### src/rtl/regfile_sb_pkg.sv
// Shared RISC-V core types: integer register width, register address width
// and the index of the architectural zero register.
package rv_pkg;

    localparam int XLEN       = 32;
    localparam int REG_ADDR_W = 5;
    localparam int ZERO_IDX   = 0;

    typedef logic [REG_ADDR_W-1:0] reg_addr_t;
    typedef logic [XLEN-1:0]       xword_t;

endpackage

### src/rtl/regfile_sb_scoreboard.sv
// Busy-bit scoreboard: one pending bit per register, set by issue and
// cleared by writeback (issue wins on a tie), plus RAW/WAW hazard detection.
module rf_scoreboard
    import rv_pkg::*;
#(
    parameter int ADDR_W   = REG_ADDR_W,
    parameter int ZERO_REG = 1,
    parameter int BYPASS   = 1
) (
    input  logic                     clk,
    input  logic                     rst,
    input  logic [ADDR_W-1:0]        A1,
    input  logic [ADDR_W-1:0]        A2,
    input  logic                     rs1_used,
    input  logic                     rs2_used,
    input  logic                     WE3,
    input  logic [ADDR_W-1:0]        A3,
    input  logic                     iss_valid,
    input  logic [ADDR_W-1:0]        iss_rd,
    output logic                     raw_hazard,
    output logic                     waw_hazard,
    output logic [(2**ADDR_W)-1:0]   busy_vec
);

    localparam int                DEPTH   = 2**ADDR_W;
    localparam bit                ZR      = (ZERO_REG != 0);
    localparam bit                BP      = (BYPASS != 0);
    localparam logic [ADDR_W-1:0] ZERO_A  = ADDR_W'(ZERO_IDX);

    logic [DEPTH-1:0] busy_r;
    logic [DEPTH-1:0] set_s;
    logic [DEPTH-1:0] clr_s;
    logic [DEPTH-1:0] busy_nxt_s;
    logic             raw1_s;
    logic             raw2_s;

    // Per-entry set/clear decode; a new producer outranks a retiring one.
    always_comb begin
        set_s      = {DEPTH{1'b0}};
        clr_s      = {DEPTH{1'b0}};
        busy_nxt_s = busy_r;
        for (int r = 0; r < DEPTH; r++) begin
            set_s[r] = iss_valid && (iss_rd == ADDR_W'(r)) && !(ZR && (r == ZERO_IDX));
            clr_s[r] = WE3 && (A3 == ADDR_W'(r));
            if (set_s[r]) begin
                busy_nxt_s[r] = 1'b1;
            end else if (clr_s[r]) begin
                busy_nxt_s[r] = 1'b0;
            end else begin
                busy_nxt_s[r] = busy_r[r];
            end
        end
    end

    // Busy bits; reset drops every outstanding producer.
    always_ff @(posedge clk or negedge rst) begin
        if (!rst) begin
            busy_r <= {DEPTH{1'b0}};
        end else begin
            busy_r <= busy_nxt_s;
        end
    end

    // Hazards: a source being written back this cycle is satisfied only
    // when the bypass path can deliver it; x0 never stalls.
    always_comb begin
        raw1_s = rs1_used && busy_r[A1] && !(ZR && (A1 == ZERO_A));
        if (BP && WE3 && (A3 == A1)) begin
            raw1_s = 1'b0;
        end else begin
            raw1_s = raw1_s;
        end
        raw2_s = rs2_used && busy_r[A2] && !(ZR && (A2 == ZERO_A));
        if (BP && WE3 && (A3 == A2)) begin
            raw2_s = 1'b0;
        end else begin
            raw2_s = raw2_s;
        end
        raw_hazard = raw1_s || raw2_s;
        waw_hazard = iss_valid && busy_r[iss_rd] && !(WE3 && (A3 == iss_rd))
                     && !(ZR && (iss_rd == ZERO_A));
    end

    assign busy_vec = busy_r;

endmodule

### src/rtl/regfile_sb.sv
// Integer register file: two combinational read ports, one write port,
// optional hardwired x0, optional same-cycle write forwarding, and an
// attached busy-bit scoreboard for pipeline stall decisions.
module regfile_sb
    import rv_pkg::*;
#(
    parameter int WIDTH    = XLEN,
    parameter int ADDR_W   = REG_ADDR_W,
    parameter int ZERO_REG = 1,
    parameter int BYPASS   = 1
) (
    input  logic                     clk,
    input  logic                     rst,
    input  logic [ADDR_W-1:0]        A1,
    input  logic [ADDR_W-1:0]        A2,
    output logic [WIDTH-1:0]         RD1,
    output logic [WIDTH-1:0]         RD2,
    input  logic                     WE3,
    input  logic [ADDR_W-1:0]        A3,
    input  logic [WIDTH-1:0]         WD3,
    input  logic                     iss_valid,
    input  logic [ADDR_W-1:0]        iss_rd,
    input  logic                     rs1_used,
    input  logic                     rs2_used,
    output logic                     raw_hazard,
    output logic                     waw_hazard,
    output logic [(2**ADDR_W)-1:0]   busy_vec
);

    localparam int                DEPTH  = 2**ADDR_W;
    localparam bit                ZR     = (ZERO_REG != 0);
    localparam bit                BP     = (BYPASS != 0);
    localparam logic [ADDR_W-1:0] ZERO_A = ADDR_W'(ZERO_IDX);

    logic [WIDTH-1:0] mem_r [DEPTH];
    logic             wr_en_s;

    // Writes to a hardwired x0 are dropped before reaching the array.
    assign wr_en_s = WE3 && !(ZR && (A3 == ZERO_A));

    // Storage array, cleared asynchronously so reads are defined after reset.
    always_ff @(posedge clk or negedge rst) begin
        if (!rst) begin
            for (int i = 0; i < DEPTH; i++) begin
                mem_r[i] <= {WIDTH{1'b0}};
            end
        end else if (wr_en_s) begin
            mem_r[A3] <= WD3;
        end
    end

    // Read port 1: x0 constant, then forwarded writeback, then array.
    always_comb begin
        if (ZR && (A1 == ZERO_A)) begin
            RD1 = {WIDTH{1'b0}};
        end else if (BP && wr_en_s && (A3 == A1)) begin
            RD1 = WD3;
        end else begin
            RD1 = mem_r[A1];
        end
    end

    // Read port 2: same priority as port 1.
    always_comb begin
        if (ZR && (A2 == ZERO_A)) begin
            RD2 = {WIDTH{1'b0}};
        end else if (BP && wr_en_s && (A3 == A2)) begin
            RD2 = WD3;
        end else begin
            RD2 = mem_r[A2];
        end
    end

    rf_scoreboard #(
        .ADDR_W   (ADDR_W),
        .ZERO_REG (ZERO_REG),
        .BYPASS   (BYPASS)
    ) u_sb (
        .clk        (clk),
        .rst        (rst),
        .A1         (A1),
        .A2         (A2),
        .rs1_used   (rs1_used),
        .rs2_used   (rs2_used),
        .WE3        (WE3),
        .A3         (A3),
        .iss_valid  (iss_valid),
        .iss_rd     (iss_rd),
        .raw_hazard (raw_hazard),
        .waw_hazard (waw_hazard),
        .busy_vec   (busy_vec)
    );

endmodule
### config.mk
export PLATFORM = sky130hd
export DESIGN_NAME = regfile_sb
export DESIGN_NICKNAME = d
export VERILOG_FILES = /design/src/rtl/regfile_sb_pkg.sv /design/src/rtl/regfile_sb_scoreboard.sv /design/src/rtl/regfile_sb.sv
export SDC_FILE = /design/constraint.sdc
export NUM_CORES = 2
export LEC_CHECK = 0
export BUFFER_PORTS_ARGS = -buffer_cell sky130_fd_sc_hd__buf_2
export CELL_PAD_IN_SITES_DETAIL_PLACEMENT = 0
export CELL_PAD_IN_SITES_GLOBAL_PLACEMENT = 1
export CORE_MARGIN = 2
export CORE_UTILIZATION = 40
export DETAILED_ROUTE_END_ITERATION = 16
export GPL_ROUTABILITY_DRIVEN = 0
export PLACE_DENSITY = 0.72
export SYNTH_ARGS = -nofsm -noshare
export SYNTH_HDL_FRONTEND = slang
export SYNTH_SLANG_ARGS = --single-unit
### constraint.sdc
create_clock -name clk -period 2.6 [get_ports clk]
set_clock_uncertainty 0.05 [all_clocks]
set_input_delay 0.39 -clock clk [delete_from_list [all_inputs] [get_ports clk]]
set_output_delay 0.39 -clock clk [all_outputs]
set_load 0.02 [all_outputs]
==> results.md <==
Timing:
- The worst slew slack as a fraction of its limit is 52.91%.
- The final count of negative-setup-slack endpoints is 66.
- The transition time at the pin with the least slew margin is 701.0 ps.
- Derived from the worst setup path, the maximum achievable clock frequency is 304.0 MHz.
- Setup repair after global routing could not meet its margin everywhere.
- The worst path in the final design needs a cycle of 3289 ps, including I/O delays and setup.
- The max-slew violation count is 0.
- In the finished design, the share of the clock period the worst path needs comes to 126.5%.
- Setup total negative slack on the finished layout was measured at -31000 ps.
- The final number of hold-violating endpoints is 0.
- The worst-case setup margin in the final layout is -689.1 ps.

Drt:
- Before antenna repair, the detailed router went through 5 iterations.
- The DRC violations left is 0.
- Wires add up to 197.5 mm.
- In this run, the number of DRC markers left after iteration 0 of detailed routing was 3316.
- For this block, the via count after detailed routing is 39.07k.
- The antenna violation net count after detailed routing is 0.
- The routed length per instance is 31.67 um.
- The average via count per standard cell is 6.262.

Clock tree:
- The worst-skew pair later-pin latency is 730 ps.
- TritonCTS built the clock tree.
- The clock net in this run drives a total of 1055 sinks.
- The clock slew at the register clock pins of the worst setup and hold paths is 60 ps.
- The H-tree generated during clock tree synthesis spans 3 levels.
- The maximum clock insertion buffer count is 3.
- The CTS root buffer is sky130_fd_sc_hd__clkbuf_16.
- The number of buffers inserted during clock tree synthesis is 113.

Yosys:
- The largest area contributor in the netlist is sky130_fd_sc_hd__dfrtp_1.
- The share of flip-flops with an asynchronous set or reset is 100.0%.
- The count of different cell masters after synthesis is 66.
- The most repeated cell in the gate-level netlist after synthesis is sky130_fd_sc_hd__dfrtp_1.
- For this run, the leading register cell type out of synthesis is sky130_fd_sc_hd__dfrtp_1.
- The share of the synthesized area in the top cell type is 46.20%.
- After synthesis the netlist holds a flip-flop and latch count of 1055.
- In the post-synthesis netlist, the biggest area contributors are sky130_fd_sc_hd__dfrtp_1, sky130_fd_sc_hd__mux2_2, sky130_fd_sc_hd__mux4_2, sky130_fd_sc_hd__mux2i_1, sky130_fd_sc_hd__clkbuf_1.
- The share of the Yosys chip area taken by registers is 46.20%.
- The number of nets in the synthesized netlist is 3921.
- The synthesized netlist cell count is 3863.
- By count the netlist is led by sky130_fd_sc_hd__dfrtp_1, sky130_fd_sc_hd__mux2_2, sky130_fd_sc_hd__mux4_2, sky130_fd_sc_hd__clkbuf_1, sky130_fd_sc_hd__mux2i_1.
- In this run, synthesis inferred 0 flip-flops with an integrated enable.
- In this run the mean area of a mapped cell was 14.79 um^2.
- The synthesized area is 0.05714 mm^2.
- The number of synthesis warnings is 0.

Floorplanning:
- The die height is 382.0 um.
- The area of the placeable core is 0.1416 mm^2.
- The die outline area is 0.1459 mm^2.
- The number of I/O pins is 156.
- The floorplan has 138 rows.
- From left edge to right edge, the die measures 382.0 um.
- The starting density of the core is 40.36%.

Critical path:
- The data arrival time at the worst-slack endpoint is 2850 ps.
- The largest driver fanout on the critical path is 2.
- The critical path is of the reg -> out type.
- The worst setup path is captured at an output port.
- The critical path data required time is 2160 ps.
- In this run the register-to-register setup slack is 1550 ps.
- The start of the worst register-to-register path is mem_r[400].
- The length in cells of the worst reg-to-reg path is 3.
- In this run the critical register-to-register path is captured at mem_r[400].
- STA classifies the critical path startpoint as a register.

Final layout:
- After filler insertion, the fill cell instance count of the layout stands at 12.15k.
- The layout cell share with drive strength beyond 1 is 59.74%.
- Summing all multi-input logic gate instances after layout gives 0.02968 mm^2.
- After the last flow step, the layout net total stands at 4314.
- The relative area change from synthesis to final layout is 22.28%.
- Summing all non-filler instances in the final layout gives an area of 0.06987 mm^2.
- The register area is 0.02641 mm^2.

Pwr:
- The leakage power figure is 30.35 nW.
- The power share of the sequential group is 43.5%.
- The total chip power is 50.40 mW.
- Of the total power, the share spent switching nets is 28.31%.
- The clock network fraction of design power is 32.1%.
- Across the VDD grid, the largest voltage drop is 0.5717 mV.
- The switching component of the power is 14.27 mW.
- The internal power summed over all cells is 36.13 mW.
- The combinational share of power is 24.4%.
- Power spread over the standard cell area amounts to 721.3 mW/mm^2.

Global route:
- The maximum number of pins on one net before global-route repair is 107.
- The first-pass GRT wire length is 289.0 mm.
- For this run the aggregate overflow at the end of global routing stands at 0.
- Global routing consumed, over all layers together, 27.00% of the routing resources.
- The initial antenna violation count was 6.
- The number of global-route vias before repair came to 40.11k.

Placed design:
- Input and output buffers added on the ports amount to 154.
- The HPWL after detailed placement is 126.6 mm.
- The total placed instance area is 0.06399 mm^2.

Outcome:
- The checks that failed: negative setup slack.
- The run finished, with violations left.

Worst hold path:
- The worst min-delay path class is in -> reg.
- The launch point of the worst hold path is WD3[22].
- For hold timing, the worst endpoint is mem_r[822].
- The worst hold path depth is 2.

Job:
- Across the run, the number of max-cap violations was 0.
-- layout make-up --
type                    count  share of cell area (%)
diodes                      4                 0.01433
repair buffers            726                   11.06
clock buffers             166                   4.677
clock inverters            37                  0.5390
inverters                   7                 0.03760
flip-flops and latches   1055                   37.80
multi-input cells        2353                   42.48
well taps                1890                   3.384
-- stage by stage --
| step | instances | utilization (%) | setup WS (ps) | hold WS [ps] |
|---|---|---|---|---|
| 5_1_grt | 6236 | 49.35 | -759.3 | 42.97 |
| 3_3_place_gp | 5916 | 45.20 | -895.2 | 261.3 |
| 3_5_place_dp | 5916 | 45.20 | -877.4 | 272.0 |
| 2_1_floorplan | 3863 | - | -81.14 | 44.41 |
| 4_1_cts | 6200 | 48.92 | -706.6 | 4.225 |
| 6_report | 6238 | 49.35 | -689.1 | 30.65 |
-- critical path, cell delays in order, from the launching register on --
cell	delay [ps]
sky130_fd_sc_hd__dfrtp_1	400
sky130_fd_sc_hd__buf_6	120
sky130_fd_sc_hd__mux4_2	460
sky130_fd_sc_hd__mux4_2	450
sky130_fd_sc_hd__or2_0	210
sky130_fd_sc_hd__a32o_2	300
sky130_fd_sc_hd__buf_6	150
-- layout by cell type (no fill, tap or decap), types with 31 or more instances in the layout --
| cell | count |
|---|---|
| sky130_fd_sc_hd__clkbuf_16 | 116 |
| sky130_fd_sc_hd__mux4_2 | 495 |
| sky130_fd_sc_hd__mux2i_1 | 159 |
| sky130_fd_sc_hd__mux2_2 | 1000 |
| sky130_fd_sc_hd__a32o_2 | 31 |
| sky130_fd_sc_hd__buf_6 | 88 |
| sky130_fd_sc_hd__o21ai_0 | 51 |
| sky130_fd_sc_hd__o22ai_1 | 68 |
| sky130_fd_sc_hd__nor2_1 | 61 |
| sky130_fd_sc_hd__buf_12 | 146 |
| sky130_fd_sc_hd__dfrtp_1 | 1045 |
| sky130_fd_sc_hd__buf_4 | 390 |
| sky130_fd_sc_hd__buf_2 | 77 |
| sky130_fd_sc_hd__nand2_1 | 38 |
| sky130_fd_sc_hd__a221oi_1 | 38 |
-- power groups by stage --
stage	Clock [mW]	Combinational [mW]	Sequential, mW
2_1_floorplan	0	7.99	21.4
3_3_place_gp	0	10.9	22.0
3_5_place_dp	0	11.1	22.2
4_1_cts	16.4	12.0	21.9
5_1_grt	17.1	13.1	22.3
6_report	16.2	12.3	21.9
-- flip-flops by register name, indices dropped and copies added, names as in the netlist --
signal         cells
mem_r           1024
u_sb.busy_vec     31
-- cell families after synthesis --
family	count (synthesis)	synth area share (%)
multiplexers	1700	42.89
flip-flops	1055	46.20
buffers and inverters	455	3.685
AO/OA/AOI/OAI	359	4.541
AND/OR/NAND/NOR	278	2.448
XOR/XNOR	15	0.2299
other	1	0.006563
-- worst max path at each step --
stage | start | endpoint
after CTS | mem_r[425] | RD2[9]
after global routing | mem_r[415] | RD2[31]
final | mem_r[415] | RD2[31]
after floorplan | A2[0] | RD2[12]
after detailed placement | A1[0] | RD1[10]
after global placement | A1[0] | RD1[10]
-- per-layer routing --
layer | vias to the layer above | part of all wire (%) | track usage [%] | wire, um
met1 | 21229 | 42 | 37.15 | 82330
li1 | 15795 | - | - | -
met2 | 1657 | 47 | 42.57 | 92370
met4 | 4 | 3.8 | 9.485 | 7562
met3 | 380 | 7.7 | 5.500 | 15250
met5 | - | 0.0086 | 0 | 17
-- what timing repair did --
item                                    4_1_cts  5_1_grt
gates cloned                                  2        2
hold endpoints to repair                    313        0
pin swaps                                   111       70
gates resized for setup                     257       82
hold buffers                                  7        0
endpoints found under the setup margin       66       66
buffers inserted                             80       43
No activity file was read; power rests on OpenSTA's default activity.
